### config.mk
export PLATFORM = sky130hd
export DESIGN_NAME = execute_scoreboard
export DESIGN_NICKNAME = d
export VERILOG_FILES = /design/src/rtl/execute_scoreboard.sv
export SDC_FILE = /design/constraint.sdc
export NUM_CORES = 1
export LEC_CHECK = 0
export CELL_PAD_IN_SITES_DETAIL_PLACEMENT = 1
export CELL_PAD_IN_SITES_GLOBAL_PLACEMENT = 2
export CORE_UTILIZATION = 39
export CTS_CLUSTER_SIZE = 24
export DETAILED_ROUTE_END_ITERATION = 7
export PLACE_DENSITY_LB_ADDON = 0.05
export SETUP_SLACK_MARGIN = 0.1
export SLEW_MARGIN = 20
export SYNTH_ARGS = -nofsm -noshare
export SYNTH_HDL_FRONTEND = slang
export SYNTH_SLANG_ARGS = --single-unit
### constraint.sdc
create_clock -name clk -period 11.4 [get_ports clk]
set_clock_uncertainty 0.15 [all_clocks]
set_input_delay 2.28 -clock clk [delete_from_list [all_inputs] [get_ports clk]]
set_output_delay 2.28 -clock clk [all_outputs]
set_load 0.03 [all_outputs]
### src/rtl/execute_scoreboard.sv
// Register-hazard scoreboard and issue controller between decode and execute.
// Tracks outstanding writes per architectural register, stalls issue on
// read-after-write or counter-saturation hazards, and blocks issue for a
// fixed drain window after a branch-misprediction flush.
module execute_scoreboard #(
    parameter int unsigned NUM_REGS     = 32,
    parameter int unsigned REG_ADDR_W   = 5,
    parameter int unsigned MAX_INFLIGHT = 3,
    parameter int unsigned FLUSH_CYCLES = 2
) (
    input  logic                    clk,
    input  logic                    rst_n,
    input  logic                    issue_valid,
    input  logic [REG_ADDR_W-1:0]   issue_rs1,
    input  logic [REG_ADDR_W-1:0]   issue_rs2,
    input  logic                    issue_uses_rs1,
    input  logic                    issue_uses_rs2,
    input  logic [REG_ADDR_W-1:0]   issue_rd,
    input  logic                    issue_writes_rd,
    output logic                    issue_ready,
    input  logic                    retire_valid,
    input  logic [REG_ADDR_W-1:0]   retire_rd,
    input  logic                    flush_valid,
    input  logic [1:0]              kill_valid,
    input  logic [2*REG_ADDR_W-1:0] kill_rd,
    output logic [NUM_REGS-1:0]     busy_mask,
    output logic [31:0]             stall_count,
    output logic                    scoreboard_error
);

    localparam int unsigned CNT_W   = $clog2(MAX_INFLIGHT + 1);
    localparam int unsigned DRAIN_W = (FLUSH_CYCLES > 1) ? $clog2(FLUSH_CYCLES) : 1;

    typedef enum logic [1:0] {
        ST_RUN,
        ST_STALL,
        ST_FLUSH
    } state_t;

    state_t               state_q, state_d;
    logic [DRAIN_W-1:0]   drain_q, drain_d;
    logic [CNT_W-1:0]     count_q [NUM_REGS];
    logic [CNT_W-1:0]     count_d [NUM_REGS];
    logic [31:0]          stall_count_q, stall_count_d;
    logic                 err_q, err_d;
    logic                 hazard;
    logic                 issue_accept;
    int                   net;

    // Hazard detection against registered counts; register 0 is never busy.
    always_comb begin
        hazard = 1'b0;
        for (int unsigned r = 1; r < NUM_REGS; r++) begin
            if (count_q[r] != '0) begin
                if (issue_uses_rs1 && issue_rs1 == REG_ADDR_W'(r)) hazard = 1'b1;
                if (issue_uses_rs2 && issue_rs2 == REG_ADDR_W'(r)) hazard = 1'b1;
            end
            if (issue_writes_rd && issue_rd == REG_ADDR_W'(r) &&
                count_q[r] == CNT_W'(MAX_INFLIGHT)) hazard = 1'b1;
        end
    end

    // Issue state machine: next state, drain counter and issue handshake.
    always_comb begin
        state_d     = state_q;
        drain_d     = drain_q;
        issue_ready = !flush_valid && (state_q != ST_FLUSH) && !hazard;
        if (flush_valid) begin
            state_d = ST_FLUSH;
            drain_d = DRAIN_W'(FLUSH_CYCLES - 1);
        end else begin
            case (state_q)
                ST_RUN:   if (issue_valid && hazard) state_d = ST_STALL;
                ST_STALL: if (!hazard || !issue_valid) state_d = ST_RUN;
                ST_FLUSH: begin
                    if (drain_q == '0) state_d = ST_RUN;
                    else               drain_d = drain_q - 1'b1;
                end
                default:  state_d = ST_RUN;
            endcase
        end
    end

    assign issue_accept = issue_valid && issue_ready;

    // Per-register net update: the issue increment and all decrements are
    // summed first so that a same-cycle issue and retire cancel out; a net
    // result below zero clamps to zero and flags an underflow.
    always_comb begin
        err_d      = err_q;
        net        = 0;
        count_d[0] = '0;
        for (int unsigned r = 1; r < NUM_REGS; r++) begin
            net = int'(count_q[r]);
            if (issue_accept && issue_writes_rd && issue_rd == REG_ADDR_W'(r)) net = net + 1;
            if (retire_valid && retire_rd == REG_ADDR_W'(r)) net = net - 1;
            if (kill_valid[0] && kill_rd[REG_ADDR_W-1:0] == REG_ADDR_W'(r)) net = net - 1;
            if (kill_valid[1] && kill_rd[2*REG_ADDR_W-1:REG_ADDR_W] == REG_ADDR_W'(r)) net = net - 1;
            if (net < 0) begin
                count_d[r] = '0;
                err_d      = 1'b1;
            end else begin
                count_d[r] = CNT_W'(net);
            end
        end
    end

    // Saturating count of cycles where decode offered an instruction that was refused.
    always_comb begin
        stall_count_d = stall_count_q;
        if (issue_valid && !issue_ready && stall_count_q != '1)
            stall_count_d = stall_count_q + 32'd1;
    end

    // Busy view derived from the registered counters.
    always_comb begin
        busy_mask = '0;
        for (int unsigned r = 1; r < NUM_REGS; r++)
            busy_mask[r] = (count_q[r] != '0);
    end

    assign stall_count      = stall_count_q;
    assign scoreboard_error = err_q;

    // State registers with asynchronous active-low reset.
    always_ff @(posedge clk or negedge rst_n) begin
        if (!rst_n) begin
            state_q       <= ST_RUN;
            drain_q       <= '0;
            stall_count_q <= '0;
            err_q         <= 1'b0;
            for (int unsigned r = 0; r < NUM_REGS; r++) count_q[r] <= '0;
        end else begin
            state_q       <= state_d;
            drain_q       <= drain_d;
            stall_count_q <= stall_count_d;
            err_q         <= err_d;
            for (int unsigned r = 0; r < NUM_REGS; r++) count_q[r] <= count_d[r];
        end
    end

endmodule

==> results.sh <==
export IMPL_design_portCount=106
export IMPL_netSwitchingPower_mw=1.86
export IMPL_critical_path_required_ns=11.48
export IMPL_drtPass1Iterations=6
export IMPL_timing_final_hold_violations=0
export IMPL_power_report_internal_total_mw=1.65
export IMPL_wl_per_cell_microns=23.6
export IMPL_outcome="complete, no violations"
export IMPL_reg2reg_to="scoreboard_error"
export IMPL_rr_startpoint="count_q[18]"
export IMPL_floorplan_initialDensity_pct=39.9
export IMPL_routed_via_count=16700
export IMPL_r2r_cells=23
export IMPL_synthToLayoutAreaGrowth_pct=12.7
export IMPL_cts_buffers=9
export IMPL_layout_min_cycle_time_ns=9.46
export IMPL_clock_sink_count=98
export IMPL_antenna_diode_count=0
export IMPL_finalSetupViolations=0
export IMPL_grt_util_met3_pct=3.23
export IMPL_dp_worst_setup_slack_ns=1.84
export IMPL_grt_met1_usage_pct=43.8
export IMPL_start_kind="input pin"
export IMPL_cts_htree_levels=3
export IMPL_max_vdd_ir_drop_uv=122
export IMPL_post_route_cells_drive_above_1_share_pct=4.44
export IMPL_regToRegSetupSlack_ns=3.85
export IMPL_critPathKind="input pin to flop"
export IMPL_netSwitchingFraction_pct=53.0
export IMPL_seq_total_area_yosys_pct=15.3
export IMPL_cts_resized=0
export IMPL_fp_dieArea_sq_um=41900
export IMPL_worstPathArrival_ns=9.54
export IMPL_chipWidth_microns=205
export IMPL_synth_area_leaders="dfrtp_1 15%, ha_1 14%, xnor2_1 7.7%"
export IMPL_synth_edff_count=0
export IMPL_io_buffer_count=104
export IMPL_grt_pass1_vias=16600
export IMPL_cts_repair_timing_setup_buffer_count=0
export IMPL_fin_ws_ns=1.94
export IMPL_slew_viol_final=0
export IMPL_critPathCaptureType="flop"
export IMPL_maxSlewHeadroom_pct=29.7
export IMPL_detail_route_iter0_violations=1230
export IMPL_synth_distinct_cells=103
export IMPL_p_clk_share_pct=9.9
export IMPL_gp_routability_congestion=0.947
export IMPL_routed_via_density=6.03
export IMPL_post_synth_top_area_cell="dfrtp_1"
export IMPL_remaining_overflow_grt=0
export IMPL_rsz0062_at_grt="no"
export IMPL_power_mw=3.50
export IMPL_antenna_found_initial=4
export IMPL_leakage_nw=7.53
export IMPL_powerDensity_nw_per_um2=194
export IMPL_cts_tree="yes"
export IMPL_cts_hold_buf=0
export IMPL_avgSynthCellArea_sq_um=7.55
export IMPL_top_usage_layer="met2"
export IMPL_number_of_max_cap_violations=0
export IMPL_met2_usage_pct=51.3
export IMPL_clkLatencyLatePin_ns=0.40
export IMPL_clkSlewWorstSetupHoldPaths_ns=0.08
export IMPL_cell_types_with_the_highest_counts_after_synthesis="243 x nor2_1, 239 x nand2_1, 185 x ha_1"
export IMPL_drc_errors=0
export IMPL_critical_path_max_fanout=26
export IMPL_power_share_sequential_pct=17.7
export IMPL_grt_max_degree=53
export IMPL_fp_dieH_microns=205
export IMPL_fp_coreArea_sq_um=40100
export IMPL_fin_nets=2470
export IMPL_row_count=73
export IMPL_min_delay_path_class="flop to flop"
export IMPL_synth_seq_cells=98
export IMPL_synthArstFlopShare_pct=100
export IMPL_most_repeated_cell_in_the_gate_level_netlist_after_synthesis="nor2_1"
export IMPL_hold_sp="state_q[1]"
export IMPL_post_synthesis_instance_area_sq_um=16000
export IMPL_place_detailed_hpwl_mm=54.0
export IMPL_timing_hold_worst_path_depth=1
export IMPL_ctsRootBufferMaster="clkbuf_16"
export IMPL_cts_path_max_buffers=2
export IMPL_most_common_flop_cell_mapped_by_yosys="dfrtp_1"
export IMPL_postLayoutCoreUtil_pct=45.0
export IMPL_drt_antenna_violating_nets=0
export IMPL_max_slew_worst_pin_slew_ns=1.05
export IMPL_finalWirelength_mm=65.6
export IMPL_global_route_usage_total_pct=31.7
export IMPL_min_period_over_period_pct=83.0
export IMPL_grt_first_pass_wirelength_mm=101
export IMPL_yosys_warnings=0
export IMPL_yosysTopAreaCellShare_pct=15.3
export IMPL_synthesis_instances=2121
export IMPL_setup_total_negative_slack_ns=0
export IMPL_holdPathEnd="state_q[0]"
export IMPL_clock_fmax_mhz=106
export IMPL_comb_power_share_pct=72.4
[how the worst max path moves through the flow]
stage	start	depth (start not counted)	end	slack [ns]
floorplan	issue_rs2[2]	25	scoreboard_error	4.08
finish	issue_rd[3]	22	scoreboard_error	1.94
global route	issue_rs2[0]	22	scoreboard_error	1.72
global placement	issue_rs2[1]	22	scoreboard_error	2.19
CTS	issue_rd[3]	22	scoreboard_error	2.24
detailed placement	issue_rd[3]	22	scoreboard_error	1.84
[worst max-delay path: stages]
cell and delay [ns]:
clkdlybuf4s50_1 0.86, and2_4 0.43, a31oi_1 0.16, a31oi_1 0.13
nor3_1 0.58, nand4_2 0.88, nor3_1 0.89, mux2i_1 0.49
ha_1 0.34, nand2_1 0.07, nand2_1 0.08, ha_1 0.23
nand3b_1 0.10, o21ai_0 0.09, a32oi_1 0.34, inv_1 0.09
o2111ai_1 0.19, a22oi_1 0.13, a311o_1 0.31, nor4_1 0.45
and4b_1 0.27, nand4b_1 0.11
[logic make-up (layout without fill, tap and decap cells)]
logic type               Yosys count  in the layout  synth area share (%)
multiplexers                      62             62                  3.99
adder cells (fa/ha/maj)          185            185                  14.5
flip-flops                        98             98                  15.3
AND/OR/NAND/NOR                  982            982                  31.8
other                              2             61                0.0469
AO/OA/AOI/OAI                    380            380                  16.9
XOR/XNOR                         200            200                  12.1
buffers and inverters            212            282                  5.48
[cells in the final DEF, fill, tap and decap left out, types with 46 or more instances in the layout]
| cell type | synthesis | routed |
|---|---|---|
| xor2_1 | 46 | 46 |
| dfrtp_1 | 98 | 98 |
| conb_1 | 2 | 61 |
| nor2_1 | 243 | 243 |
| nand3_1 | 94 | 94 |
| a21oi_1 | 66 | 66 |
| inv_1 | 139 | 139 |
| mux2i_1 | 48 | 48 |
| clkdlybuf4s50_1 | 0 | 103 |
| nor3_1 | 72 | 72 |
| ha_1 | 185 | 185 |
| xnor2_1 | 141 | 141 |
| o21ai_0 | 49 | 49 |
| nand2_1 | 239 | 239 |
[sequential cells by signal, summed over array words and instances, names as in the netlist]
signal / flops
state_q: 2
count_q: 62
drain_q: 1
scoreboard_error: 1
stall_count: 32
[power by group through the flow]
stage	registers [mW]	clock network, mW	logic, mW
global placement	0.617	0	2.43
finish	0.619	0.347	2.54
floorplan	0.603	0	1.72
global route	0.642	0.363	2.80
detailed placement	0.624	0	2.51
CTS	0.617	0.351	2.52
[per-layer routing]
layer	wire (microns)	share of wire [%]
met5	0	0
met3	3550	5.4
met2	29500	45
met4	2020	3.1
met1	30500	47
[metrics by stage]
stage          cell area, sq um  cells  hold WS [ns]
6_report                  18000   2775         0.284
5_1_grt                   18000   2775         0.306
4_1_cts                   18000   2775         0.291
3_5_place_dp              17700   2759         0.280
3_3_place_gp              17700   2759         0.273
2_1_floorplan             16200   2180         0.250
[final cells by class]
cell class,count,area (sq um)
clock inverter,7,78.8
sequential,98,2450
fill,5095,22000
inverter,140,526
timing repair buffer,126,1200
multi-input combinational,1870,12900
clock buffer,9,225
tap,525,657
Power figures use the tool's default switching activity.
